`config.mk`:
```
export PLATFORM = sky130hd
export DESIGN_NAME = prga_fifo_occ
export DESIGN_NICKNAME = d
export VERILOG_FILES = /design/src/rtl/prga_fifo_pkg.sv /design/src/rtl/prga_fifo_storage.sv /design/src/rtl/prga_fifo_occ.sv
export SDC_FILE = /design/constraint.sdc
export NUM_CORES = 1
export LEC_CHECK = 0
export ABC_AREA = 1
export BUFFER_PORTS_ARGS = -buffer_cell sky130_fd_sc_hd__buf_2
export CELL_PAD_IN_SITES_DETAIL_PLACEMENT = 0
export CELL_PAD_IN_SITES_GLOBAL_PLACEMENT = 1
export CORE_MARGIN = 8
export CORE_UTILIZATION = 40
export DETAILED_ROUTE_END_ITERATION = 12
export PLACE_DENSITY = 0.65
export SYNTH_ARGS = -nofsm -noshare
export SYNTH_HDL_FRONTEND = slang
export SYNTH_HIERARCHICAL = 1
export SYNTH_SLANG_ARGS = --single-unit
```
`constraint.sdc`:
```
create_clock -name clk -period 2.5 [get_ports clk]
set_clock_uncertainty 0.15 [all_clocks]
set_input_delay 0.125 -clock clk [delete_from_list [all_inputs] [get_ports clk]]
set_output_delay 0.125 -clock clk [all_outputs]
set_load 0.005 [all_outputs]
```
`src/rtl/prga_fifo_pkg.sv`:
```
// Shared helpers and types for the PRGA occupancy FIFO.
// Covers sizing functions, read-mode encodings and packed status/error bundles.
package prga_fifo_pkg;

    localparam int unsigned NON_LOOKAHEAD = 0;
    localparam int unsigned LOOKAHEAD     = 1;

    typedef struct packed {
        logic empty;
        logic full;
        logic almost_empty;
        logic almost_full;
    } fifo_status_t;

    typedef struct packed {
        logic overflow;
        logic underflow;
    } fifo_err_t;

    localparam fifo_status_t STATUS_RESET = '{
        empty:        1'b1,
        full:         1'b0,
        almost_empty: 1'b1,
        almost_full:  1'b0
    };

    function automatic int unsigned fifo_depth(input int unsigned depth_log2);
        return 32'd1 << depth_log2;
    endfunction

    // One extra bit so that wr_ptr - rd_ptr distinguishes full from empty.
    function automatic int unsigned ptr_width(input int unsigned depth_log2);
        return depth_log2 + 32'd1;
    endfunction

    function automatic fifo_status_t status_of(input int unsigned cnt,
                                               input int unsigned depth,
                                               input int unsigned af_thresh,
                                               input int unsigned ae_thresh);
        fifo_status_t s;
        s.empty        = (cnt == 32'd0);
        s.full         = (cnt == depth);
        s.almost_empty = (cnt <= ae_thresh);
        s.almost_full  = (cnt >= af_thresh);
        return s;
    endfunction

endpackage

```
`src/rtl/prga_fifo_storage.sv`:
```
// Flop-based FIFO storage array.
// Provides one synchronous write port and one asynchronous read port.
module prga_fifo_storage #(
    parameter int unsigned DATA_WIDTH = 8,
    parameter int unsigned DEPTH_LOG2 = 4
) (
    input  logic                  clk,
    input  logic                  we,
    input  logic [DEPTH_LOG2-1:0] waddr,
    input  logic [DATA_WIDTH-1:0] wdata,
    input  logic [DEPTH_LOG2-1:0] raddr,
    output logic [DATA_WIDTH-1:0] rdata
);

    localparam int unsigned DEPTH = 32'd1 << DEPTH_LOG2;

    logic [DATA_WIDTH-1:0] mem [DEPTH];

    always_ff @(posedge clk) begin
        if (we) begin
            mem[waddr] <= wdata;
        end
    end

    assign rdata = mem[raddr];

endmodule

```
`src/rtl/prga_fifo_occ.sv`:
```
// Parametrised PRGA FIFO with occupancy count, almost-full/empty thresholds
// and sticky overflow/underflow flags; dout is registered or fall-through.
module prga_fifo_occ
    import prga_fifo_pkg::*;
#(
    parameter int unsigned DATA_WIDTH = 8,
    parameter int unsigned DEPTH_LOG2 = 4,
    parameter int unsigned LOOKAHEAD  = 0,
    parameter int unsigned AF_THRESH  = (32'd1 << DEPTH_LOG2) - 32'd2,
    parameter int unsigned AE_THRESH  = 1
) (
    input  logic                  clk,
    input  logic                  rst_n,
    input  logic                  wr,
    input  logic [DATA_WIDTH-1:0] din,
    output logic                  full,
    output logic                  almost_full,
    input  logic                  rd,
    output logic [DATA_WIDTH-1:0] dout,
    output logic                  empty,
    output logic                  almost_empty,
    output logic [DEPTH_LOG2:0]   count,
    input  logic                  clr_err,
    output logic                  overflow,
    output logic                  underflow
);

    localparam int unsigned DEPTH = fifo_depth(DEPTH_LOG2);
    localparam int unsigned PW    = ptr_width(DEPTH_LOG2);

    logic [PW-1:0] wr_ptr_q, wr_ptr_d;
    logic [PW-1:0] rd_ptr_q, rd_ptr_d;
    logic [PW-1:0] count_q, count_d;

    fifo_status_t status_q, status_d;
    fifo_err_t    err_q, err_d;

    logic                  wr_acc;
    logic                  rd_acc;
    logic [DATA_WIDTH-1:0] rd_data;

    always_comb begin
        wr_acc   = wr && !status_q.full;
        rd_acc   = rd && !status_q.empty;
        wr_ptr_d = wr_ptr_q + {{(PW-1){1'b0}}, wr_acc};
        rd_ptr_d = rd_ptr_q + {{(PW-1){1'b0}}, rd_acc};
        // Modulo-2*DEPTH difference is exactly the occupancy.
        count_d  = wr_ptr_d - rd_ptr_d;
        status_d = status_of(32'(count_d), DEPTH, AF_THRESH, AE_THRESH);

        // A new error in the same cycle as clr_err keeps the flag set.
        err_d.overflow  = (wr && status_q.full)  || (err_q.overflow  && !clr_err);
        err_d.underflow = (rd && status_q.empty) || (err_q.underflow && !clr_err);
    end

    always_ff @(posedge clk) begin
        if (!rst_n) begin
            wr_ptr_q <= '0;
            rd_ptr_q <= '0;
            count_q  <= '0;
            status_q <= STATUS_RESET;
            err_q    <= '0;
        end else begin
            wr_ptr_q <= wr_ptr_d;
            rd_ptr_q <= rd_ptr_d;
            count_q  <= count_d;
            status_q <= status_d;
            err_q    <= err_d;
        end
    end

    prga_fifo_storage #(
        .DATA_WIDTH (DATA_WIDTH),
        .DEPTH_LOG2 (DEPTH_LOG2)
    ) u_storage (
        .clk   (clk),
        .we    (wr_acc && rst_n),
        .waddr (wr_ptr_q[DEPTH_LOG2-1:0]),
        .wdata (din),
        .raddr (rd_ptr_q[DEPTH_LOG2-1:0]),
        .rdata (rd_data)
    );

    if (LOOKAHEAD == prga_fifo_pkg::NON_LOOKAHEAD) begin : g_reg_dout
        logic [DATA_WIDTH-1:0] dout_q;

        always_ff @(posedge clk) begin
            if (!rst_n) begin
                dout_q <= '0;
            end else if (rd_acc) begin
                dout_q <= rd_data;
            end
        end

        assign dout = dout_q;
    end else begin : g_fwft
        assign dout = rd_data;
    end

    assign count        = count_q;
    assign empty        = status_q.empty;
    assign full         = status_q.full;
    assign almost_empty = status_q.almost_empty;
    assign almost_full  = status_q.almost_full;
    assign overflow     = err_q.overflow;
    assign underflow    = err_q.underflow;

endmodule

```
# Word-level counts from Yosys, hierarchy flattened

Memories as Yosys holds them, arrays and structs flattened. A register that Yosys moved wholly into a read port is not among the register bits.
Cells that the tools add are included.
Widths: inputs -> output; s select.

Register bits: 21
Memory bits (writable): 128
Input port bits: 13
Logic and storage cells: 32
Bits in latches: 0
Memories kept: 1
Output and inout port bits: 19
ROM bits: 0

Memory list:

| memory        | words | bits a word | read ports | clocked after Yosys merged registers in | wr ports | line                    | source |
|---|---|---|---|---|---|---|---|
| u_storage.mem | 16    | 8           | 1          | 1                                       | 1        | prga_fifo_storage.sv:17 | `logic [DATA_WIDTH-1:0] mem [DEPTH];` |

Div/mod/pow operators: 0
Magnitude comparators: 2
Add/subtract/negate cells: 3
Bitwise logic cells: 0
Reductions and logical operators: 14
Multiply operators: 0
Shift-type cells: 0
Eq/ne operators: 1
Mux-type cells: 2

Operators with widths:

| operator           | number |
|---|---|
| $add 5x1->5        | 2 |
| $logic_and 1x1->1  | 7 |
| $eq 5x5->1 const B | 1 |
| $ge 5x4->1 const B | 1 |
| $le 5x1->1 const B | 1 |
| $logic_not 5->1    | 1 |
| $sub 5x5->5        | 1 |
| $logic_not 1->1    | 4 |
| $logic_or 1x1->1   | 2 |
| $mux 1             | 2 |

# Logic depth before layout (Yosys ltp)

Gate-level depths: netlist of run 1.

Depth after elaboration: 5
Mapped depth: 17

# Cells and area by module

The synthesis of run 1 kept the hierarchy.

By module, submodules not included:

| module            | cells each | times used | area an instance (µm²) | sequential area each (µm²) |
|---|---|---|---|---|
| prga_fifo_storage | 543        | 1          | 5606.6                 | 3843.7 |
| prga_fifo_occ     | 187        | 1          | 1312.5                 | 580.6 |

# Worst setup path after synthesis of run 1

OpenSTA, ideal clock, no wires.

Path type: reg2reg
Start point: reg status_q, in the netlist full
End point: reg status_q, in the netlist empty
Data required time: 2.227 ns
Buffers on the path: 0
Arrival: 1.857 ns
Setup slack: 0.370 ns
Period minus slack after synthesis: 2.130 ns
Stages on the path, launching flop included: 17
Cell sequence: dfxtp_1 > inv_1 > nand3_1 > inv_1 > ha_1 > inv_1 > nor2_1 > nor2_1 > ha_1 > nor2_1 > o21ai_0 > nand2_1 > nand2_1 > nand2_1 > nand2_1 > nand3_1 > nand2_1

Longest elaborated chain between the ends: 5

Ends and longest elaborated chain:

| item                   | line                | source |
|---|---|---|
| from (decl)            | prga_fifo_occ.sv:35 | `fifo_status_t status_q, status_d;` |
| from (signal assigned) | prga_fifo_occ.sv:67 | `status_q <= status_d;` |
| $logic_not 1->1        | prga_fifo_occ.sv:43 | `wr_acc = wr && !status_q.full;` |
| $logic_and 1x1->1      | prga_fifo_occ.sv:43 |  |
| $add 5x1->5            | prga_fifo_occ.sv:45 | `wr_ptr_d = wr_ptr_q + {{(PW-1){1'b0}}, wr_acc};` |
| named net wr_ptr_d[1]  | prga_fifo_occ.sv:31 | `logic [PW-1:0] wr_ptr_q, wr_ptr_d;` |
| $sub 5x5->5            | prga_fifo_occ.sv:48 | `count_d = wr_ptr_d - rd_ptr_d;` |
| $logic_not 5->1        | prga_fifo_pkg.sv:41 | `s.empty = (cnt == 32'd0);` |

The timed path passes the listed nets, and every way through them passes these cells.
A chain may end at the register's enable or synchronous reset.

# Worst setup path after layout of run 1

Start point: reg status_q, in the netlist empty
End point: reg status_q, in the netlist full

Longest elaborated chain between the ends: 5

Ends and longest elaborated chain:

| item                  | line                | source |
|---|---|---|
| $logic_not 1->1       | prga_fifo_occ.sv:44 | `rd_acc = rd && !status_q.empty;` |
| $logic_and 1x1->1     | prga_fifo_occ.sv:44 |  |
| $add 5x1->5           | prga_fifo_occ.sv:46 | `rd_ptr_d = rd_ptr_q + {{(PW-1){1'b0}}, rd_acc};` |
| named net rd_ptr_d[1] | prga_fifo_occ.sv:32 | `logic [PW-1:0] rd_ptr_q, rd_ptr_d;` |
| $sub 5x5->5           | prga_fifo_occ.sv:48 |  |
| $eq 5x5->1            | prga_fifo_pkg.sv:42 | `s.full = (cnt == depth);` |

The timed path passes the listed nets, and every way through them passes these cells.

==> results of run 1 <==
metal layers:
metal | global-route usage [%] | up-vias | wire length (um)
met5 | 0 | - | 0
met4 | 6.58 | 0 | 315
met3 | 3.30 | 19 | 755
met2 | 23.6 | 75 | 7390
met1 | 20.9 | 2189 | 7570
li1 | - | 2425 | -
cells by family (layout without fill, tap and decap cells):
family          count (synthesis)  after routing  synth area share [%]
compound gates                 12             12                 0.868
simple gates                  393            393                  24.2
buf+inv                       160            230                  9.80
xor+xnor                        4              4                 0.506
flops                         157            157                  63.9
fa+ha+maj                       4              4                 0.723
through the flow:
step / setup slack, ns / cells / util [%]
2_1_floorplan: 0.370 / 730 / -
3_3_place_gp: 0.189 / 986 / 43.2
3_5_place_dp: 0.137 / 986 / 43.2
4_1_cts: 0.127 / 1025 / 47.0
5_1_grt: 0.0184 / 1025 / 47.1
6_report: 0.279 / 1025 / 47.1
what timing repair did:
action / CTS / global route
resized for setup: 0 / 5
hold buffers: 9 / 0
buffers inserted: 0 / 0
endpoints found under the setup margin: 0 / 5
hold endpoints to repair: 82 / 0
placed cells by master, fill, tap and decap left out, drive strengths merged:
master,instances
nand2,221
inv,133
edfxtp,128
nand3,109
buf,58
nor2,57
dfxtp,29
clkbuf,20
o21ai,9
dlygate4sd3,9
clkinv,6
ha,4
nand3b,4
a21oi,3
bufinv,3
xnor2,2
nor3,2
xor2,2
clkinvlp,1
report_power, final:
part / total, uW / leakage (uW) / internal, uW / switching (uW)
sequential: 3000 / 0.00139 / 2950 / 51.9
clock: 2500 / 0.000272 / 1540 / 963
combinational: 1210 / 0.00194 / 412 / 795
total: 6710 / 0.00360 / 4900 / 1810
worst max path at each step:
stage / from / end / slack (ns) / cells after the start
after floorplan: full$_SDFF_PN0_ / empty$_SDFF_PN1_ / 0.37 / 16
after global placement: full$_SDFF_PN0_ / full$_SDFF_PN0_ / 0.19 / 15
after detailed placement: full$_SDFF_PN0_ / full$_SDFF_PN0_ / 0.14 / 15
after CTS: full$_SDFF_PN0_ / full$_SDFF_PN0_ / 0.13 / 15
after global routing: full$_SDFF_PN0_ / empty$_SDFF_PN1_ / 0.02 / 16
final: empty$_SDFF_PN1_ / full$_SDFF_PN0_ / 0.28 / 14
layout make-up:
| class | count | area, um^2 | area share [%] |
|---|---|---|---|
| inverter | 133 | 499 | 6.20 |
| clock buffer | 20 | 437 | 5.42 |
| tap | 225 | 282 | 3.50 |
| timing repair buffer | 67 | 460 | 5.72 |
| multi-input combinational | 413 | 1820 | 22.7 |
| clock inverter | 10 | 124 | 1.54 |
| sequential | 157 | 4430 | 55.0 |
registers in the layout, summed over array words and instances, names as in the netlist:
register / flops
rd_ptr_q: 5
count: 5
full: 1
empty: 1
underflow: 1
wr_ptr_q: 5
dout: 8
almost_full: 1
almost_empty: 1
u_storage/mem: 128
overflow: 1
worst max-delay path, stage by stage (launching register included):
cell,delay [ns]
dfxtp_1,0.39
inv_2,0.05
nand3_2,0.06
inv_1,0.05
ha_1,0.31
nor2_2,0.18
nor2_1,0.07
ha_1,0.20
nor2_2,0.14
o21ai_0,0.10
nand2_1,0.09
nand2_1,0.05
nand2_1,0.07
nand3_1,0.12
nor2_2,0.12
==> impl_metrics.toml, run 1 <==
[die]
rows = 48
start_util_pct = 40.4
dieArea_um2 = 21800
core_um2 = 17100
ios = 32
die_w_um = 148
die_h_um = 148

[sta]
slew_viol_final = 0
hold-worst-slack_ns = 0.00395
fmax_mhz = 450
post-route-min-period_ns = 2.22
worstMarginPinSlew_ns = 0.633
setup_violations = 0
hold_violations = 0
fin_crit_sh_pct = 88.8
slew-limit-headroom_pct = 57.7
tns_ns = 0
rsz0062_at_grt = "false"

[clock_tree]
cts.sinks = 157
clk_path_buf_depth = 2
cts-buffers-inserted = 17
h-tree-depth = 4
root_buffer = "clkbuf_16"
clk_pin_slew_ns = 0.06
cts_tree = "done"
clk_latency_ns = 0.42

[setup_path]
crit_fanout = 4
endpoint_kind = "flop"
cp.required_ns = 2.70
critPathKind = "flop to flop"
r2r-start = "empty$_SDFF_PN1_"
crit_arrival_ns = 2.42
worstReg2RegEnd = "full$_SDFF_PN0_"
rrSetupSlack_ns = 0.28
r2r_cells = 14
startpoint_type = "flop"

[yosys]
synth_edf_count = 128
synth-seq-cells = 157
synth_nets = 747
synth_most_common_cell = "nand2_1"
synth_top_area_cell = "edfxtp_1"
yosys.cell_types.count = 23
ys_seq_area_share_pct = 63.9
async_flop_share_pct = 0
synth_warnings = 6
syn-cell-area_um2 = 6920
synth_commonest_cells = "nand2_1 (218), inv_1 (130), edfxtp_1 (128), nand3_1 (108), nor2_1 (50)"
ys.flop_type = "edfxtp_1"
syn_inst = 730
avgSynthCellArea_um2 = 9.48
synth_top_area_share_pct = 55.6
yosys-top-cells-area = "edfxtp_1 (56%), nand2_1 (12%), dfxtp_1 (8.4%)"

[finish]
n_fill_cell = 1679
design.final.nets = 806
fin_area_um2 = 8050
syn_to_final_growth_pct = 16.4
drive_gt1_share_pct = 12.9
insertedDiodeCount = 0

[place]
place_congestion = 0.812
placed_area_um2 = 7390
port_buffers = 31
hpwl_um = 10500

[grt]
grt_overflow = 0
grt_use_total_pct = 15.5
grt_max_degree = 65
grt_pass1_vias = 4553
antenna_found_initial = 0
grt_pass1_wl_um = 25500

[drt]
drtPass1Iterations = 4
via_count = 4708
via_per_inst = 4.59
final_antenna_net_count = 0
drc = 0
wl_per_cell_um = 15.6
initialDrtViolationCount = 296
routed_wl_um = 16000

[hold_path]
hp-class = "input pin to flop"
min_path_cells = 1
min_to = "u_storage/mem[3][6]$_DFFE_PP_"
min_from = "din[6]"

[job]
maxCapViolations = 0

[power_and_ir_drop]
p_per_area_nw_per_um2 = 833
ir_worst_vdd_mv = 0.465
leakage_uw = 0.00360
totalPowerFinal_uw = 6710

[outcome]
status = "complete, no violations"
Note: power is estimated with default switching activity, not from simulation.
==> inputs of run 2 (changes only) <==
--- a/config.mk
+++ b/config.mk
@@ -13,6 +13,7 @@
 export CORE_UTILIZATION = 40
 export DETAILED_ROUTE_END_ITERATION = 12
 export PLACE_DENSITY = 0.65
+export REMOVE_ABC_BUFFERS = 1
 export SYNTH_ARGS = -nofsm -noshare
 export SYNTH_HDL_FRONTEND = slang
 export SYNTH_HIERARCHICAL = 1
==> run 2 against run 1 <==
Clock power down 5%. Wire length increased by 1.5%. First-iteration DRC count is 22% higher. Highest routed layer unchanged. Design area rose by 0.48%.
==> impl_metrics.toml, run 2 (synthesis gave the netlist of run 1 again) <==
[outcome]
status = "complete, no violations"

[finish]
syn_to_final_growth_pct = 17.0
final_core_util_pct = 47.3
n_fill_cell = 1669
drive_gt1_share_pct = 13.7
layout_common_cells = "nand2_1 (218), inv_1 (130), edfxtp_1 (128)"
final_common_cell = "nand2_1"
multiInputGateArea_um2 = 1820
design.final.nets = 814
largest-register = "u_storage/mem"
fin_cells = 1035
insertedDiodeCount = 0
largest_reg_flops = 128
register_area_um2 = 4430

[setup_path]
crit_chain = "inv_2, nand3_2, inv_1, ha_1, nor2_2, nor2_1, ha_1, nor2_2, o21ai_0, nand2_1, nand2_1, nand2_1, nand3_1, nor2_2"
rrSetupSlack_ns = 0.16
cp.required_ns = 2.69
path_delay_family = "simple AND/OR/NAND/NOR gates"
worst_path_max_delay_cell = "dfxtp_1"
endpoint_kind = "flop"
worstReg2RegEnd = "full$_SDFF_PN0_"
r2r-start = "empty$_SDFF_PN1_"
critical-path-max-stage-delay_ns = 0.39
r2r_cells = 14
startpoint_type = "flop"
crit_fanout = 4
critPathBufInv = 2
critPathKind = "flop to flop"
crit_arrival_ns = 2.54

[clock_tree]
cts_tree = "done"
postCtsSetupBuffers = 0
root_buffer = "clkbuf_16"
h-tree-depth = 4
cts.sinks = 157
cts-buffers-inserted = 17
clk_pin_slew_ns = 0.06
clk_path_buf_depth = 2
clk_latency_ns = 0.42

[die]
dieArea_um2 = 21800
die_w_um = 148
ios = 32
die_h_um = 148
start_util_pct = 40.4
core_um2 = 17100
rows = 48

[sta]
fmax_mhz = 427
slew_viol_final = 0
fin_crit_sh_pct = 93.8
fin_ws_ns = 0.156
post-route-min-period_ns = 2.34
tns_ns = 0
hold_violations = 0
setup_violations = 0
slew-limit-headroom_pct = 55.3
worstMarginPinSlew_ns = 0.669

[grt]
grt_pass1_wl_um = 25900
grt_pass1_vias = 4756
grt_overflow = 0
antenna_found_initial = 0
grt_max_degree = 41
grt_use_total_pct = 15.7

[hold_path]
min_path_cells = 5
hp-class = "input pin to flop"
min_from = "rd"
min_to = "rd_ptr_q[0]$_SDFF_PN0_"

[power_and_ir_drop]
seqPwrFrac_pct = 45.9
clkPwrFrac_pct = 36.2
combPwrFrac_pct = 17.9
totalPowerFinal_uw = 6550
p_per_area_nw_per_um2 = 809
leakage_uw = 0.00362
switching_share_pct = 27.6
internal-power_uw = 4740
power.switching_uw = 1810
ir_worst_vdd_mv = 0.499

[job]
maxCapViolations = 0

[drt]
wl_per_cell_um = 15.7
routed_wl_um = 16300
via_per_inst = 4.68
initialDrtViolationCount = 361
via_count = 4843
drc = 0
final_antenna_net_count = 0
drtPass1Iterations = 5

[place]
hpwl_um = 10700
port_buffers = 31
pre_cts_slack_ns = 0.133
dp_cells = 991
place_congestion = 0.829
run 2: changes by cell type in the layout (fill, tap and decap cells not counted), sizes merged:
cell / previous run / this run
dlygate4sd3: 9 / 12
clkinvlp: 1 / 5
buf: 58 / 63
clkbuf: 20 / 21
clkinv: 6 / 5
bufinv: 3 / 1
run 2: tightest hold or removal path, cell delays in order:
cell,delay [ns]
buf_2,0.12
inv_1,0.06
nor2_2,0.04
xnor2_1,0.13
nor2_1,0.09
run 2: per-layer routing:
metal	track usage, %	wire (um)
met1	18.9	7280
met2	27.0	8080
met3	3.61	675
met4	5.92	244
met5	0	0
run 2: power by group through the flow:
| stage | sequential, uW | clock [uW] | combinational (uW) |
|---|---|---|---|
| after global routing | 3020 | 2530 | 1350 |
| after detailed placement | 3060 | 0 | 1160 |
| final | 3000 | 2370 | 1170 |
| after floorplan | 3120 | 0 | 665 |
| after global placement | 3060 | 0 | 1150 |
| after CTS | 3010 | 2410 | 1180 |
run 2: worst max path at each step:
| stage | start | to | slack, ns | cells past startpoint |
|---|---|---|---|---|
| 2_1_floorplan | rd_ptr_q[0]$_SDFF_PN0_ | empty$_SDFF_PN1_ | -0.65 | 14 |
| 3_3_place_gp | full$_SDFF_PN0_ | full$_SDFF_PN0_ | 0.18 | 15 |
| 3_5_place_dp | full$_SDFF_PN0_ | full$_SDFF_PN0_ | 0.13 | 15 |
| 4_1_cts | full$_SDFF_PN0_ | full$_SDFF_PN0_ | 0.1 | 15 |
| 5_1_grt | wr_ptr_q[0]$_SDFF_PN0_ | full$_SDFF_PN0_ | -0.01 | 15 |
| 6_report | empty$_SDFF_PN1_ | full$_SDFF_PN0_ | 0.16 | 14 |
run 2: cell type report:
type | count | share of cell area [%]
tap | 225 | 3.48
multi-input combinational | 413 | 22.5
clock buffer | 21 | 5.57
sequential | 157 | 54.7
clock inverter | 11 | 1.18
timing repair buffer | 75 | 6.37
inverter | 133 | 6.17
run 2: what timing repair did:
item,4_1_cts,5_1_grt
endpoints found under the hold margin,136,0
hold buffers,12,0
resized for setup,0,4
endpoints found under the setup margin,0,4
run 2: stage by stage:
| stage | hold WS (ns) | cell area, um^2 |
|---|---|---|
| 3_5_place_dp | 0.254 | 7420 |
| 2_1_floorplan | 0.0440 | 6740 |
| 6_report | 0.0411 | 8090 |
| 3_3_place_gp | 0.239 | 7420 |
| 5_1_grt | 0.0639 | 8090 |
| 4_1_cts | 0.0394 | 8080 |
